**src/rtl/cook_timer.sv**
```systemverilog
// Microwave cook timer: keypad MM:SS entry, countdown while the magnetron runs,
// and a done flag that feeds the magnetron controller reset path.
module cook_timer #(
    parameter int unsigned TICKS_PER_SEC = 100
) (
    input  logic       clk,
    input  logic       reset,
    input  logic       clearn,
    input  logic       digit_valid,
    input  logic [3:0] digit,
    input  logic       mag_on,
    output logic [3:0] min_tens,
    output logic [3:0] min_ones,
    output logic [3:0] sec_tens,
    output logic [3:0] sec_ones,
    output logic       running,
    output logic       timer_done
);

    localparam int unsigned     PS_W   = (TICKS_PER_SEC > 1) ? $clog2(TICKS_PER_SEC) : 1;
    localparam logic [PS_W-1:0] PS_MAX = PS_W'(TICKS_PER_SEC - 1);
    localparam logic [PS_W-1:0] PS_ONE = PS_W'(1);
    localparam logic [PS_W-1:0] PS_ZERO = PS_W'(0);

    typedef enum logic [1:0] {
        IDLE  = 2'd0,
        ARMED = 2'd1,
        RUN   = 2'd2,
        DONE  = 2'd3
    } state_t;

    state_t          state_r, state_next_s;
    logic [PS_W-1:0] ps_r, ps_next_s;
    logic [15:0]     time_r, time_next_s;  // {min_tens, min_ones, sec_tens, sec_ones}
    logic            accept_s;
    logic [15:0]     entry_s;
    logic [15:0]     dec_s;

    // Shift one keypad digit into the right end; the leftmost digit falls off.
    function automatic logic [15:0] shift_in(input logic [15:0] t, input logic [3:0] d);
        return {t[11:0], d};
    endfunction

    // Subtract one second with minute borrow; sec_tens may start above 5.
    function automatic logic [15:0] dec_one(input logic [15:0] t);
        logic [15:0] r;
        r = t;
        if (t[3:0] != 4'd0) begin
            r[3:0] = t[3:0] - 4'd1;
        end else if (t[7:4] != 4'd0) begin
            r[7:4] = t[7:4] - 4'd1;
            r[3:0] = 4'd9;
        end else if (t[11:8] != 4'd0) begin
            r[11:8] = t[11:8] - 4'd1;
            r[7:0]  = {4'd5, 4'd9};
        end else if (t[15:12] != 4'd0) begin
            r = {t[15:12] - 4'd1, 4'd9, 4'd5, 4'd9};
        end else begin
            r = 16'h0000;
        end
        return r;
    endfunction

    // Digit acceptance and the candidate values for entry and countdown.
    always_comb begin
        accept_s = digit_valid && (digit <= 4'd9) && (state_r != RUN);
        entry_s  = shift_in((state_r == DONE) ? 16'h0000 : time_r, digit);
        dec_s    = dec_one(time_r);
    end

    // Next-state, prescaler and display update; clear overrides everything.
    always_comb begin
        state_next_s = state_r;
        ps_next_s    = ps_r;
        time_next_s  = time_r;
        if (!clearn) begin
            state_next_s = IDLE;
            ps_next_s    = PS_ZERO;
            time_next_s  = 16'h0000;
        end else begin
            case (state_r)
                IDLE: begin
                    if (accept_s) begin
                        time_next_s = entry_s;
                    end else begin
                        time_next_s = time_r;
                    end
                    if (accept_s && (entry_s != 16'h0000)) begin
                        state_next_s = ARMED;
                    end else if (mag_on) begin
                        state_next_s = DONE;
                    end else begin
                        state_next_s = IDLE;
                    end
                end
                ARMED: begin
                    if (accept_s) begin
                        time_next_s = entry_s;
                    end else begin
                        time_next_s = time_r;
                    end
                    // Shifting a 0 into X0:00 drops the only nonzero digit.
                    if (accept_s && (entry_s == 16'h0000)) begin
                        state_next_s = IDLE;
                    end else if (mag_on) begin
                        state_next_s = RUN;
                    end else begin
                        state_next_s = ARMED;
                    end
                end
                RUN: begin
                    if (!mag_on) begin
                        state_next_s = (time_r != 16'h0000) ? ARMED : IDLE;
                    end else if (ps_r == PS_MAX) begin
                        ps_next_s    = PS_ZERO;
                        time_next_s  = dec_s;
                        state_next_s = (dec_s == 16'h0000) ? DONE : RUN;
                    end else begin
                        ps_next_s    = ps_r + PS_ONE;
                        state_next_s = RUN;
                    end
                end
                DONE: begin
                    if (accept_s) begin
                        time_next_s  = entry_s;
                        state_next_s = (entry_s != 16'h0000) ? ARMED : DONE;
                    end else begin
                        state_next_s = DONE;
                    end
                end
                default: begin
                    state_next_s = IDLE;
                    ps_next_s    = PS_ZERO;
                    time_next_s  = 16'h0000;
                end
            endcase
        end
    end

    // State, prescaler, display and status registers; flags track the next state
    // so timer_done is high in the first cycle the display reads 00:00.
    always_ff @(posedge clk or posedge reset) begin
        if (reset) begin
            state_r    <= IDLE;
            ps_r       <= PS_ZERO;
            time_r     <= 16'h0000;
            running    <= 1'b0;
            timer_done <= 1'b0;
        end else begin
            state_r    <= state_next_s;
            ps_r       <= ps_next_s;
            time_r     <= time_next_s;
            running    <= (state_next_s == RUN);
            timer_done <= (state_next_s == DONE);
        end
    end

    assign min_tens = time_r[15:12];
    assign min_ones = time_r[11:8];
    assign sec_tens = time_r[7:4];
    assign sec_ones = time_r[3:0];

endmodule
```
**config.mk**
```make
export PLATFORM = sky130hd
export DESIGN_NAME = cook_timer
export DESIGN_NICKNAME = d
export VERILOG_FILES = /design/src/rtl/cook_timer.sv
export SDC_FILE = /design/constraint.sdc
export NUM_CORES = 1
export LEC_CHECK = 0
export CORE_ASPECT_RATIO = 1.1
export CORE_MARGIN = 5
export CORE_UTILIZATION = 40
export CTS_CLUSTER_SIZE = 14
export DETAILED_ROUTE_END_ITERATION = 8
export HOLD_SLACK_MARGIN = 0.12
export REMOVE_ABC_BUFFERS = 1
export SKIP_CTS_REPAIR_TIMING = 1
export SLEW_MARGIN = 15
export SYNTH_ARGS = -nofsm -noshare
export SYNTH_HDL_FRONTEND = slang
export SYNTH_SLANG_ARGS = --single-unit
```
**constraint.sdc**
```tcl
create_clock -name clk -period 2.98 [get_ports clk]
set_clock_uncertainty 0.2 [all_clocks]
set_input_delay 0.596 -clock clk [delete_from_list [all_inputs] [get_ports clk]]
set_output_delay 0.596 -clock clk [all_outputs]
set_load 0.05 [all_outputs]
```
==> impl_metrics.yaml <==
clock_network:
  htreeDepth: 1
  cts_tree: "yes"
  clockBufferDepth: 2
  cts_root_buf: "clkbuf_8"
  cts_inserted_buffers: 3
  cts_num_sinks: 27
  path_clk_slew_ns: 0.11
  worstSkewPairLatency_ns: 0.28
cells_and_area:
  insertedDiodeCount: 0
  synthToLayoutAreaGrowth_pct: 23.54
  fillCellCount: 454
  drive_gt1_frac: 0.1439
  layout.area.seq_um2: 675.6
  layout.cells.non_filler: 320
  nets: 275
  multi_input_area_mm2: 0.001120
job:
  cap_violations: 0
floorplan:
  die_x_um: 75.94
  io_pins: 27
  initial_core_util: 0.4112
  die_h_um: 82.53
  rows: 26
  coreArea_mm2: 0.004652
  design.die.area_mm2: 0.006267
sta:
  fmax_mhz: 387.3
  period_share: 0.8665
  rsz0062_at_grt: "false"
  worst_slew_pin_slew_ns: 0.6410
  hold_viol: 0
  setup_ws_ns: 0.3979
  report.final.slew_viol_count: 0
  maxSlewHeadroom: 0.5687
  fin_tns_setup_ns: 0
  period_needed_ns: 2.582
  setup_viol: 0
min_path:
  hp-class: "register to register"
routing:
  ant_nets: 0
  dr_total_vias: 1935
  drc: 0
  firstDrtPassIters: 4
  vias_per_cell: 6.047
  drt-total-wl_um: 5594
  wl_per_cell_um: 17.48
  drtIter0Drc: 117
logic_synthesis:
  ys_top_cells_by_area: "dfrtp_1 (35%), a21oi_1 (6.0%), nor2_1 (4.5%)"
  synth_top_area_cell: "dfrtp_1"
  synth_edf_count: 0
  synth.avg_cell_area_um2: 8.318
  ys_async_sr_fraction: 1.000
  synth_area_mm2: 0.001913
  synth_top_area_frac: 0.3532
  ys_seq_elements: 27
  ys_types: 49
  synthFlopType: "dfrtp_1"
  synth_seq_area_share: 0.3532
  synthCells: 230
  yosysWarnings: 0
worst_setup_path:
  crit_chain: "or4_4 -> or4_4 -> a2bb2oi_1 -> and4_1 -> and3_1 -> a211oi_2"
  slowest_delay_ns: 0.65
  crit_path_frequent_cell: "or4_4"
  crit_path_max_fanout: 11
  timing_worst_setup_path_type: "register to register"
  startpoint_type: "register"
  cp-end-kind: "register"
  arrival_ns: 2.55
  cp_slowest_cell: "or4_4"
  cp_top_family: "simple AND/OR/NAND/NOR gates"
  required_ns: 2.94
  worst-path-buf-inv: 0
place:
  dpl.cell_count: 316
  place_hpwl_um: 4103
  portBuffers: 26
  gp_congestion: 0.8793
  pre_cts_ws_ns: 0.2089
power_and_ir_drop:
  pwr_density_cell_mw_per_mm2: 459.7
  switchingPower_w: 0.0004267
  internal_power_w: 0.0006597
  leakage_nw: 0.9504
  ir_drop_mv: 0.1923
  p_comb_frac: 0.408
  pwr-share-seq: 0.378
  p_sw_frac: 0.3928
  p_clk_frac: 0.214
global_routing:
  grt_antenna_before_repair: 0
  grt_pass1_wl_um: 9273
  grt_usage: 0.1835
  grt_max_degree: 28
  grt_pass1_vias: 1775
  overflow: 0
run_status:
  status: "complete, no violations"
## sequential cells by signal, indices dropped and copies added (netlist names)
register	count
time_r	16
timer_done	1
state_r	2
ps_r	7
running	1
## metal layers
layer  vias to the layer above  global-route usage  wire (um)
li1                        937                   -          -
met1                       924              0.2645       2724
met2                        68              0.2851       2519
met3                         6             0.02495        292
met4                         0             0.05516         57
met5                         -                   0          0
## path summary, 6_finish.rpt
path	endpoint	start	slack, ns	cells past startpoint
max	running	time_r[0]	0.40	6
min	ps_r[5]	ps_r[5]	0.35	2
max reg2reg	running	time_r[0]	0.40	6
min reg2reg	ps_r[5]	ps_r[5]	0.35	2
max in group asynchronous	time_r[4]	reset	1.83	3
min in group asynchronous	time_r[14]	reset	0.48	3
## cell usage after synthesis (all sizes together), types with 4 or more instances
master,count
or3,4
o31ai,4
nor2,23
o21ai,14
a21oi,23
o2bb2ai,4
a211oi,8
clkbuf,11
nand3,10
inv,6
or4,6
nand2,20
buf,7
nor3,5
dfrtp,27
a22o,6
nor4,11
## power groups by stage
stage	clock, W	sequential [W]	combinational (W)
floorplan	0	0.000485	0.000211
global placement	0	0.000418	0.000439
detailed placement	0	0.000418	0.000438
CTS	0.000242	0.000411	0.000442
global route	0.000255	0.000415	0.000480
finish	0.000232	0.000411	0.000443
## worst min-delay path: stages (launching register included)
cell,delay [ns]
dfrtp_1,0.37
xor2_1,0.07
nor2_1,0.08
## area by class of cell
| class | count | area share |
|---|---|---|
| Inverter | 6 | 0.009529 |
| Timing Repair Buffer | 48 | 0.1800 |
| Sequential cell | 27 | 0.2859 |
| Tap cell | 56 | 0.02965 |
| Multi-Input combinational cell | 179 | 0.4738 |
| Clock buffer | 3 | 0.01747 |
| Clock inverter | 1 | 0.003706 |
## placed cells by master (no fill, tap or decap), types with 3 or more instances in the layout
master / instances
o21ai_0: 13
mux2i_1: 3
inv_1: 6
a21oi_1: 23
and2_1: 3
a22o_1: 6
nor4_1: 8
nor2_1: 23
o31ai_1: 4
o2bb2ai_1: 4
dfrtp_1: 27
buf_4: 22
clkdlybuf4s50_1: 26
clkbuf_8: 3
a211oi_1: 7
o211ai_1: 3
nand3_1: 10
nor3b_1: 3
or4_4: 4
or3_1: 4
nand2_1: 20
nor3_1: 5
## cell families after synthesis
kind of cell    after synthesis  share of synthesized area
mux                           3                    0.01570
flops                        27                     0.3532
xor+xnor                      2                   0.009158
simple gates                 96                     0.2845
fa+ha+maj                     1                   0.006539
buf+inv                      24                    0.06148
compound gates               77                     0.2694
## metrics by stage
stage	hold slack, ns	total power (W)	area (um^2)	util
6_report	0.3536	0.001086	2364	0.5081
5_1_grt	0.3985	0.001150	2364	0.5081
4_1_cts	0.3638	0.001094	2364	0.5081
3_5_place_dp	0.3314	0.0008562	2313	0.4973
3_3_place_gp	0.3220	0.0008578	2313	0.4973
2_1_floorplan	0.2966	0.0006958	1818	-
Note: power is estimated with default switching activity, not from simulation.
